**config.mk**
```make
export PLATFORM = sky130hd
export DESIGN_NAME = pc_gen_q
export DESIGN_NICKNAME = d
export VERILOG_FILES = /design/src/rtl/pc_pkg.sv /design/src/rtl/pc_fifo.sv /design/src/rtl/pc_gen_q.sv
export SDC_FILE = /design/constraint.sdc
export NUM_CORES = 1
export LEC_CHECK = 0
export CAP_MARGIN = 20
export CORE_MARGIN = 2
export CORE_UTILIZATION = 30
export CTS_BUF_LIST = sky130_fd_sc_hd__clkbuf_16
export DETAILED_ROUTE_END_ITERATION = 8
export MAX_ROUTING_LAYER = met4
export PLACE_DENSITY = 0.55
export SLEW_MARGIN = 15
export SYNTH_ARGS = -nofsm -noshare
export SYNTH_HDL_FRONTEND = slang
export SYNTH_SLANG_ARGS = --single-unit
```
**constraint.sdc**
```tcl
create_clock -name clk_i -period 3.3 [get_ports clk_i]
set_clock_uncertainty 0.1 [all_clocks]
set_input_delay 0.495 -clock clk_i [delete_from_list [all_inputs] [get_ports clk_i]]
set_output_delay 0.495 -clock clk_i [all_outputs]
set_load 0.005 [all_outputs]
```
**src/rtl/pc_pkg.sv**
```systemverilog
// pc_pkg: shared definitions for the queued PC generator.
//   XLEN_DEFAULT  default PC / address width
//   state_e       generator FSM states (idle, boot, run)
//   redir_src_e   redirect source, ordered by priority
//   redir_select  fixed-priority encoder: mret > irq > jump/branch
package pc_pkg;

  localparam int XLEN_DEFAULT = 32;

  typedef enum logic [1:0] {
    S_IDLE = 2'd0,
    S_BOOT = 2'd1,
    S_RUN  = 2'd2
  } state_e;

  typedef enum logic [1:0] {
    RS_NONE = 2'd0,
    RS_BR   = 2'd1,
    RS_IRQ  = 2'd2,
    RS_MRET = 2'd3
  } redir_src_e;

  // Highest-priority redirect source among the request lines.
  function automatic redir_src_e redir_select(input logic mret,
                                              input logic irq,
                                              input logic jmp_br);
    if (mret) begin
      return RS_MRET;
    end else if (irq) begin
      return RS_IRQ;
    end else if (jmp_br) begin
      return RS_BR;
    end else begin
      return RS_NONE;
    end
  endfunction

endpackage

```
**src/rtl/pc_fifo.sv**
```systemverilog
// pc_fifo: pointer-based FIFO with flush, async active-low reset.
// Head data is read combinationally (zero-latency).
//   clk_i, reset_ni   clock / async active-low reset
//   flush_i           empties the FIFO (wins over push/pop)
//   push_i, wdata_i   enqueue; accepted when not full or when popping
//   pop_i             dequeue; ignored when empty
//   rdata_o           head entry
//   full_o, empty_o   occupancy flags
//   count_o           number of occupied entries (0..DEPTH)
module pc_fifo #(
  parameter int WIDTH = 32,
  parameter int DEPTH = 4
) (
  input  logic                     clk_i,
  input  logic                     reset_ni,
  input  logic                     flush_i,
  input  logic                     push_i,
  input  logic [WIDTH-1:0]         wdata_i,
  input  logic                     pop_i,
  output logic [WIDTH-1:0]         rdata_o,
  output logic                     full_o,
  output logic                     empty_o,
  output logic [$clog2(DEPTH):0]   count_o
);

  localparam int AW = $clog2(DEPTH);
  localparam int CW = AW + 1;

  logic [WIDTH-1:0] mem_q [DEPTH];
  logic [AW-1:0]    rd_ptr_q;
  logic [AW-1:0]    wr_ptr_q;
  logic [CW-1:0]    count_q;
  logic             pop_ok_s;
  logic             push_ok_s;

  assign full_o  = (count_q == CW'(DEPTH));
  assign empty_o = (count_q == {CW{1'b0}});
  assign count_o = count_q;
  assign rdata_o = mem_q[rd_ptr_q];

  // Qualify requests so the FIFO never underflows or overflows on its own.
  always_comb begin
    pop_ok_s  = 1'b0;
    push_ok_s = 1'b0;
    if (flush_i) begin
      pop_ok_s  = 1'b0;
      push_ok_s = 1'b0;
    end else begin
      pop_ok_s  = pop_i & ~empty_o;
      // A push into a full FIFO is fine when the head leaves the same cycle.
      push_ok_s = push_i & (~full_o | pop_ok_s);
    end
  end

  // Storage, pointers and occupancy counter.
  always_ff @(posedge clk_i or negedge reset_ni) begin
    if (!reset_ni) begin
      for (int i = 0; i < DEPTH; i++) begin
        mem_q[i] <= {WIDTH{1'b0}};
      end
      rd_ptr_q <= {AW{1'b0}};
      wr_ptr_q <= {AW{1'b0}};
      count_q  <= {CW{1'b0}};
    end else if (flush_i) begin
      rd_ptr_q <= {AW{1'b0}};
      wr_ptr_q <= {AW{1'b0}};
      count_q  <= {CW{1'b0}};
    end else begin
      if (push_ok_s) begin
        mem_q[wr_ptr_q] <= wdata_i;
        wr_ptr_q        <= wr_ptr_q + AW'(1);
      end
      if (pop_ok_s) begin
        rd_ptr_q <= rd_ptr_q + AW'(1);
      end
      if (push_ok_s && !pop_ok_s) begin
        count_q <= count_q + CW'(1);
      end else if (pop_ok_s && !push_ok_s) begin
        count_q <= count_q - CW'(1);
      end else begin
        count_q <= count_q;
      end
    end
  end

endmodule

```
**src/rtl/pc_gen_q.sv**
```systemverilog
// pc_gen_q: PC generator that runs ahead of fetch and buffers up to DEPTH
// sequential PCs. Redirects (mret > irq > jump/branch) flush the queue and
// restart generation from the selected target.
//   clk_i, reset_ni          clock / async active-low reset
//   enable_design            global run enable (gates boot and enqueue)
//   initial_pc_i             boot PC, sampled in BOOT
//   jump_inst_i, branch_inst_i, target_pc_i    jump/branch redirect
//   irq_prep_i, interrupt_vector_i             interrupt redirect
//   mret_inst_i, mepc_i                        trap-return redirect
//   pc_o, pc_valid_o, pc_ready_i               head of queue handshake
//   gen_pc_o                 next PC to be enqueued
//   count_o                  occupied queue entries
//   redirect_o               registered pulse one cycle after a redirect
module pc_gen_q
  import pc_pkg::*;
#(
  parameter int XLEN        = XLEN_DEFAULT,
  parameter int DEPTH       = 4,
  parameter int STEP        = 4,
  parameter int debug_param = 0
) (
  input  logic                   clk_i,
  input  logic                   reset_ni,
  input  logic                   enable_design,
  input  logic [XLEN-1:0]        initial_pc_i,
  input  logic                   jump_inst_i,
  input  logic                   branch_inst_i,
  input  logic [XLEN-1:0]        target_pc_i,
  input  logic                   irq_prep_i,
  input  logic [XLEN-1:0]        interrupt_vector_i,
  input  logic                   mret_inst_i,
  input  logic [XLEN-1:0]        mepc_i,
  output logic [XLEN-1:0]        pc_o,
  output logic                   pc_valid_o,
  input  logic                   pc_ready_i,
  output logic [XLEN-1:0]        gen_pc_o,
  output logic [$clog2(DEPTH):0] count_o,
  output logic                   redirect_o
);

  localparam logic [XLEN-1:0] STEP_X = XLEN'(STEP);

  state_e            state_q;
  logic [XLEN-1:0]   gen_pc_q;
  logic              redirect_q;

  redir_src_e        redir_src_s;
  logic              redir_take_s;
  logic [XLEN-1:0]   target_s;
  logic              pop_s;
  logic              push_s;
  logic              fifo_full_s;
  logic              fifo_empty_s;

  // Redirect arbitration and queue handshake decisions.
  always_comb begin
    redir_src_s  = redir_select(mret_inst_i, irq_prep_i,
                                jump_inst_i | branch_inst_i);
    redir_take_s = (state_q == S_RUN) && (redir_src_s != RS_NONE);
    target_s     = gen_pc_q;
    case (redir_src_s)
      RS_MRET: target_s = mepc_i;
      RS_IRQ:  target_s = interrupt_vector_i;
      RS_BR:   target_s = target_pc_i;
      default: target_s = gen_pc_q;
    endcase
    // A pop coinciding with a redirect is dropped along with the queue.
    pop_s  = ~fifo_empty_s & pc_ready_i & ~redir_take_s;
    push_s = (state_q == S_RUN) & ~redir_take_s & enable_design
             & (~fifo_full_s | pop_s);
  end

  // FSM, generator register and registered redirect pulse.
  always_ff @(posedge clk_i or negedge reset_ni) begin
    if (!reset_ni) begin
      state_q    <= S_IDLE;
      gen_pc_q   <= {XLEN{1'b0}};
      redirect_q <= 1'b0;
    end else begin
      redirect_q <= redir_take_s;
      case (state_q)
        S_IDLE: begin
          if (enable_design) begin
            state_q <= S_BOOT;
          end
        end
        S_BOOT: begin
          gen_pc_q <= initial_pc_i;
          state_q  <= S_RUN;
        end
        S_RUN: begin
          if (redir_take_s) begin
            gen_pc_q <= target_s;
          end else if (push_s) begin
            gen_pc_q <= gen_pc_q + STEP_X;
          end
        end
        default: begin
          state_q <= S_IDLE;
        end
      endcase
    end
  end

  pc_fifo #(
    .WIDTH (XLEN),
    .DEPTH (DEPTH)
  ) u_fifo (
    .clk_i    (clk_i),
    .reset_ni (reset_ni),
    .flush_i  (redir_take_s),
    .push_i   (push_s),
    .wdata_i  (gen_pc_q),
    .pop_i    (pop_s),
    .rdata_o  (pc_o),
    .full_o   (fifo_full_s),
    .empty_o  (fifo_empty_s),
    .count_o  (count_o)
  );

  assign pc_valid_o = ~fifo_empty_s;
  assign gen_pc_o   = gen_pc_q;
  assign redirect_o = redirect_q;

  if (debug_param != 0) begin : g_trace
    // Simulation trace of every redirect taken.
    always_ff @(posedge clk_i) begin
      if (redir_take_s) begin
        $write("pc_gen_q: redirect src=%s target=%h\n",
               redir_src_s.name(), target_s);
      end
    end
  end

endmodule
```
# Word-level counts from Yosys, hierarchy flattened
# Index checks and enable logic that the tools add are counted.
# op_classes
reduce_logical	16
magnitude_cmp	3
n_eq_ne	9
n_mux	24
addsub	5
bitwise_logic	16
# ops
cell	count
two-way mux 32 bit	5
bitwise mux 128 bit	1
case mux 32 bit (3 select lines)	1
binary-select mux 32 bit (select 2 bit)	1
demux 32 bit (select 2 bit)	1
case mux 32 bit (2 select lines)	1
adder 32 x 3 -> 32 bit (second input constant)	1
two-way mux 2 bit	7
two-way mux 3 bit	3
nonzero test 2 bit	4
AND 1 bit	7
equality test 2 bit (second input constant)	3
>= comparator 3 bit (second input constant)	2
NOT 2 -> 3 bit	2
case mux 2 bit (3 select lines)	1
inequality test 5 x 2 -> 1 bit (second input constant)	1
adder 2 x 1 -> 2 bit (second input constant)	2
equality test 2 x 1 -> 1 bit (second input constant)	2
logical AND 1 bit	4
NOT 1 bit	4
AND reduction 2 bit	2
adder 3 x 1 -> 3 bit (second input constant)	1
equality test 3 bit (second input constant)	1
logical NOT 3 bit	1
other kinds (10)	15
# totals
output_inout_bits	69
in_bits	136
elab_cells	83
regBits	170

# Longest topological paths before layout
# logic_depth
depth_word	17
depth_mapped	13
mapped_depth_nobuf	11

# By module
# A second synthesis with hierarchy kept.
# unflattened
hier_cells	778
hier_area_um2	9331.4
# modules_own_cells
module	n_inst	cells_per_inst	area_per_inst_um2	seq_area_each_um2
pc_fifo	1	371	6135.9	3378.2
pc_gen_q	1	407	3195.6	875.8

# Worst setup path after synthesis
# No wires, ideal clock.
# synth_timing
kind	input to register
from	input port irq_prep_i
to	register u_fifo.count_q[1], in the netlist u_fifo.count_o[1]
t_arrival_ps	2645
path_stages	9
path_buffers	3
required_ps	3106
setup_slack_ps	461
setup_time_ps	94
path_cell_list	buf_6 or4_1 buf_2 nor2_1 clkbuf_1 nand2_1 nor2_1 fa_1 a211oi_1
# synth_between
elab_chain_cells	13
elab_cells_between_ends	22
classes_between	mux: 6; bitwise: 9; reduce/logical: 7
# synth_lines
item	line	rtl
start, declared	pc_gen_q.sv:29	input logic irq_prep_i,
two-way mux 2 bit *	pc_pkg.sv:29	end else if (irq) begin
two-way mux 2 bit *	pc_pkg.sv:27	if (mret) begin
nonzero test 2 bit *	pc_gen_q.sv:59	redir_take_s = (state_q == S_RUN) && (redir_src_s != RS_NONE);
logical AND 1 bit *	pc_gen_q.sv:59	
NOT 1 bit (no line)	--	
AND 1 bit, on equally long branches	pc_gen_q.sv:69, pc_gen_q.sv:68	
AND 1 bit, or another cell as far along	pc_gen_q.sv:69	push_s = (state_q == S_RUN) & ~redir_take_s & enable_design
AND 1 bit / OR 1 bit (equally long branches)	pc_gen_q.sv:70, pc_fifo.sv:51	
AND 1 bit	pc_fifo.sv:51	push_ok_s = push_i & (~full_o | pop_ok_s);
two-way mux 1 bit	pc_fifo.sv:45	if (flush_i) begin
logical AND 1 bit / logical NOT 1 bit (equally long branches)	pc_fifo.sv:76, pc_fifo.sv:78	
two-way mux 3 bit / logical AND 1 bit (equally long branches)	pc_fifo.sv:76, pc_fifo.sv:78	
two-way mux 3 bit / nonzero test 3 bit (equally long branches)	--	
end signal, assigned	pc_fifo.sv:63	count_q <= {CW{1'b0}};
end signal, assigned	pc_fifo.sv:67	count_q <= {CW{1'b0}};
end signal, assigned	pc_fifo.sv:77	count_q <= count_q + CW'(1);
end, declared	pc_fifo.sv:32	logic [CW-1:0] count_q;
# Every way passes the cells marked *; elsewhere a longest branch is shown, timed or not.
# A chain may end at the register's enable or synchronous reset.

# Worst setup path after layout
# layout_timing
from	register u_fifo.rd_ptr_q[0]
to	output port pc_o[24]
# layout_between
elab_chain_cells	4
# layout_lines
item	line	rtl
start, declared	pc_fifo.sv:30	logic [AW-1:0] rd_ptr_q;
start signal, assigned	pc_fifo.sv:61	rd_ptr_q <= {AW{1'b0}};
start signal, assigned	pc_fifo.sv:65	rd_ptr_q <= {AW{1'b0}};
start signal, assigned	pc_fifo.sv:74	rd_ptr_q <= rd_ptr_q + AW'(1);
NOT 2 -> 3 bit (not written as such)	pc_fifo.sv:39	assign rdata_o = mem_q[rd_ptr_q];
binary-select mux 32 bit (select 2 bit)	pc_fifo.sv:39	
two-way mux 32 bit (not written as such) (2 in a row)	pc_fifo.sv:39	
end, declared	pc_gen_q.sv:33	output logic [XLEN-1:0] pc_o,
# No other way between the ends. The select of a mux whose other input is x is not followed.

==> metrics.txt <==
# TYPE chip_impl_metric gauge
chip_impl_metric{name="insertedDiodeCount",unit=""} 0
chip_impl_info{name="timing.critical_path.max_delay_family",value="buffers and inverters"} 1
chip_impl_metric{name="wl",unit="mm"} 32.25
chip_impl_metric{name="drtIter0Drc",unit=""} 457
chip_impl_metric{name="power.static_leakage",unit="uW"} 0.005357
chip_impl_info{name="cell_with_the_largest_stage_delay_on_the_worst_path",value="sky130_fd_sc_hd__dfrtp_2"} 1
chip_impl_metric{name="yosysWarningCount",unit=""} 0
chip_impl_info{name="cts_tree",value="built"} 1
chip_impl_metric{name="postCtsHoldBufs",unit=""} 0
chip_impl_metric{name="power_frac_seq",unit=""} 0.363
chip_impl_metric{name="syn2layout_area_growth",unit="%"} 36.53
chip_impl_info{name="crit_chain",value="buf_12 -> mux4_2 -> clkdlybuf4s50_1"} 1
chip_impl_metric{name="timing.critical_path.required",unit="ps"} 2700
chip_impl_info{name="critical_path.endpoint_type",value="output pin"} 1
chip_impl_metric{name="vias_in_the_first_global_route",unit=""} 7666
chip_impl_metric{name="power_report.internal_total",unit="uW"} 5426
chip_impl_metric{name="ir_drop",unit="uV"} 342.1
chip_impl_metric{name="clk_lat_worst_skew",unit="ps"} 430
chip_impl_metric{name="route.detailed.drc",unit=""} 0
chip_impl_metric{name="setup_total_negative_slack",unit="ps"} 0
chip_impl_metric{name="htree_num_levels",unit=""} 4
chip_impl_metric{name="dr_total_vias",unit=""} 7640
chip_impl_metric{name="drive_gt1_frac",unit=""} 0.2564
chip_impl_info{name="setup.worst_path.start_class",value="flip-flop"} 1
chip_impl_metric{name="timing_worst_slew_pin_value",unit="ps"} 908.2
chip_impl_metric{name="pwr-share-comb",unit=""} 0.407
chip_impl_metric{name="timing.fmax",unit="GHz"} 0.3370
chip_impl_metric{name="worst-endpoint-arrival",unit="ps"} 2370
chip_impl_metric{name="grt_antenna_before_repair",unit=""} 0
chip_impl_metric{name="power_density",unit="mW/mm^2"} 702.0
chip_impl_metric{name="synth_largest_type_area_fraction",unit=""} 0.4665
chip_impl_metric{name="layout.nets",unit=""} 1142
chip_impl_info{name="run_status",value="finished with violations"} 1
chip_impl_metric{name="grt.total_usage",unit=""} 0.2105
chip_impl_metric{name="synthesized_area_divided_by_synthesized_cell_count",unit="um^2"} 11.51
chip_impl_metric{name="clock-sinks",unit=""} 170
chip_impl_metric{name="cts.clk_slew.worst_paths",unit="ps"} 70
chip_impl_metric{name="mean_routed_wirelength_per_cell",unit="um"} 23.03
chip_impl_info{name="yosys.area.top_type",value="sky130_fd_sc_hd__dfrtp_1"} 1
chip_impl_metric{name="die_area",unit="mm^2"} 0.03181
chip_impl_metric{name="synth.net_count",unit=""} 937
chip_impl_metric{name="power.share.switching",unit=""} 0.3791
chip_impl_metric{name="post_synth_edffs",unit=""} 0
chip_impl_metric{name="height_of_the_die",unit="um"} 178.3
chip_impl_info{name="failed_checks",value="hold timing"} 1
chip_impl_metric{name="synth.cell_area",unit="mm^2"} 0.009119
chip_impl_info{name="type_of_the_tightest_min_delay_check",value="in2async"} 1
chip_impl_metric{name="number_of_buffers_and_inverters_on_the_critical_path",unit=""} 2
chip_impl_metric{name="finalSetupViolations",unit=""} 0
chip_impl_metric{name="die_w",unit="um"} 178.3
chip_impl_metric{name="max_cap_violations",unit=""} 0
chip_impl_metric{name="synthDistinctLibCells",unit=""} 65
chip_impl_metric{name="first_pass_grt_wire_length",unit="mm"} 47.76
chip_impl_info{name="yosys-top-cells-area",value="sky130_fd_sc_hd__dfrtp_1 47%, sky130_fd_sc_hd__mux2_2 15%, sky130_fd_sc_hd__mux4_2 7.9%"} 1
chip_impl_metric{name="ant_nets",unit=""} 0
chip_impl_metric{name="portBuffers",unit=""} 204
chip_impl_metric{name="reg2regPathDepth",unit=""} 9
chip_impl_metric{name="firstDrtPassIters",unit=""} 5
chip_impl_metric{name="timing.final.crit_period",unit="ps"} 2967
chip_impl_metric{name="vias_per_std_cell",unit=""} 5.457
chip_impl_metric{name="slowest_delay",unit="ps"} 660
chip_impl_metric{name="power.share.clock",unit=""} 0.230
chip_impl_metric{name="globalplace.congestion",unit=""} 0.8673
chip_impl_info{name="synth.most_common_cell",value="sky130_fd_sc_hd__dfrtp_1"} 1
chip_impl_metric{name="grt_max_degree",unit=""} 79
chip_impl_metric{name="final-hold-violation-count",unit=""} 4
chip_impl_metric{name="number_of_instances_in_the_synthesized_netlist",unit=""} 792
chip_impl_metric{name="post-cts-setup-buffer-count",unit=""} 0
chip_impl_metric{name="post-route-period-util",unit=""} 0.8992
chip_impl_metric{name="cts_resized",unit=""} 0
chip_impl_metric{name="cts.path.max_buffers",unit=""} 2
chip_impl_metric{name="worst_hold_slack",unit="ps"} -10.30
chip_impl_info{name="clk_root_buffer_cell",value="sky130_fd_sc_hd__clkbuf_16"} 1
chip_impl_metric{name="top_level_ports",unit=""} 205
chip_impl_info{name="netlist_top_cells_count",value="170 x sky130_fd_sc_hd__dfrtp_1, 125 x sky130_fd_sc_hd__mux2_2, 47 x sky130_fd_sc_hd__a21oi_1, 47 x sky130_fd_sc_hd__clkbuf_1, 47 x sky130_fd_sc_hd__o21ai_0"} 1
chip_impl_metric{name="postLayoutCoreUtil",unit=""} 0.4178
chip_impl_metric{name="layout.cell_area.non_filler",unit="mm^2"} 0.01245
chip_impl_metric{name="start_util",unit=""} 0.3060
chip_impl_metric{name="timing_max_transition_violations_final",unit=""} 0
chip_impl_metric{name="synth-async-reset-ratio",unit=""} 1.000
chip_impl_metric{name="net-switching-power",unit="uW"} 3313
chip_impl_metric{name="detailed_place.area",unit="mm^2"} 0.01187
chip_impl_metric{name="place_hpwl",unit="mm"} 23.50
chip_impl_metric{name="core",unit="mm^2"} 0.02980
chip_impl_info{name="rsz0062_at_grt",value="false"} 1
chip_impl_info{name="critical_path_class",value="reg2out"} 1
chip_impl_metric{name="row_count",unit=""} 63
chip_impl_metric{name="synth.yosys.seq_area_share",unit=""} 0.4665
chip_impl_metric{name="synth.ff_latch_count",unit=""} 170
chip_impl_metric{name="slew_headroom",unit=""} 0.3910
chip_impl_metric{name="grt_remaining_overflow",unit=""} 0
chip_impl_info{name="ys_flop_type",value="sky130_fd_sc_hd__dfrtp_1"} 1
chip_impl_metric{name="cts_inserted_buffers",unit=""} 17
chip_impl_metric{name="critical_path.max_fanout",unit=""} 14
chip_impl_metric{name="worst-path-stages",unit=""} 3
-- power groups by stage --
stage	Clock, uW	Combinational, uW	Sequential (uW)
after floorplan	0	2010	2880
after global placement	0	3540	3210
after detailed placement	0	3560	3220
after CTS	2060	3580	3180
after global routing	2150	3850	3270
final	2010	3560	3170
-- path summary, 6_finish.rpt --
path,slack (ps),start,to
max in group asynchronous,2180,reset_ni,gen_pc_o[20]$_DFFE_PN0P_
min in group clk_i,390,u_fifo.mem_q[49]$_DFFE_PN0P_,u_fifo.mem_q[49]$_DFFE_PN0P_
worst min register to register,390,u_fifo.mem_q[49]$_DFFE_PN0P_,u_fifo.mem_q[49]$_DFFE_PN0P_
worst max register to register,720,state_q[0]$_DFFE_PN0P_,gen_pc_o[11]$_DFFE_PN0P_
worst min-delay path,-10,reset_ni,u_fifo.mem_q[65]$_DFFE_PN0P_
worst max-delay path,330,u_fifo.rd_ptr_q[0]$_DFFE_PN0P_,pc_o[24]
-- layer usage --
metal	share of wire	routed length, um	track usage	vias to the layer above
met1	0.43	13880	0.2719	3899
met5	0	0	-	-
met4	0.025	812	0.06741	0
li1	-	-	-	3415
met2	0.48	15440	0.3348	283
met3	0.066	2121	0.03986	43
-- worst register-to-register path, cell delays in order, from the launching register on --
cell and delay [ps]:
sky130_fd_sc_hd__dfrtp_1 380, sky130_fd_sc_hd__inv_1 70, sky130_fd_sc_hd__ha_2 190, sky130_fd_sc_hd__clkinv_1 120
sky130_fd_sc_hd__nor2_1 100, sky130_fd_sc_hd__buf_4 180, sky130_fd_sc_hd__a21boi_2 720, sky130_fd_sc_hd__buf_4 300
sky130_fd_sc_hd__nand2_1 70, sky130_fd_sc_hd__a22o_1 230
-- state kept, by name (all words and copies together), names as in the netlist --
name,flops
gen_pc_o,32
redirect_o,1
state_q,2
u_fifo.count_o,3
u_fifo.mem_q,128
u_fifo.rd_ptr_q,2
u_fifo.wr_ptr_q,2
-- area by class of cell --
| type | instances | area [um^2] |
|---|---|---|
| clock buffer | 17 | 425.4 |
| clock inverter | 15 | 152.6 |
| fill | 2911 | 17350 |
| inverter | 13 | 48.80 |
| multi-input combinational | 538 | 4551 |
| sequential | 170 | 4255 |
| tap | 390 | 488.0 |
| timing repair buffer | 257 | 2529 |
-- kinds of logic (layout without fill, tap and decap cells) --
logic type / Yosys count / count (layout) / share of synthesized area
AO/OA/AOI/OAI: 191 / 191 / 0.1380
XOR/XNOR: 13 / 13 / 0.01249
multiplexers: 163 / 163 / 0.2400
buffers and inverters: 84 / 302 / 0.03732
adder cells (fa/ha/maj): 9 / 9 / 0.01317
AND/OR/NAND/NOR: 162 / 162 / 0.09248
flip-flops: 170 / 170 / 0.4665
-- through the flow --
stage	setup slack, ps	std cells	power, uW
2_1_floorplan	460.7	792	4889
3_3_place_gp	173.3	1368	6749
3_5_place_dp	105.5	1368	6781
4_1_cts	290.1	1400	8822
5_1_grt	221.4	1400	9269
6_report	332.7	1400	8739
-- layout by cell type, fill, tap and decap left out, types with 17 or more instances in the layout --
cell type,Yosys,routed
sky130_fd_sc_hd__clkdlybuf4s50_1,0,203
sky130_fd_sc_hd__nand3_1,25,25
sky130_fd_sc_hd__dfrtp_1,170,169
sky130_fd_sc_hd__clkbuf_16,0,17
sky130_fd_sc_hd__nor2_1,38,38
sky130_fd_sc_hd__buf_4,0,46
sky130_fd_sc_hd__mux4_2,32,32
sky130_fd_sc_hd__a21oi_1,47,47
sky130_fd_sc_hd__nand2_1,36,36
sky130_fd_sc_hd__o21ai_0,47,47
sky130_fd_sc_hd__mux2_2,125,125
No activity file was read; power rests on OpenSTA's default activity.
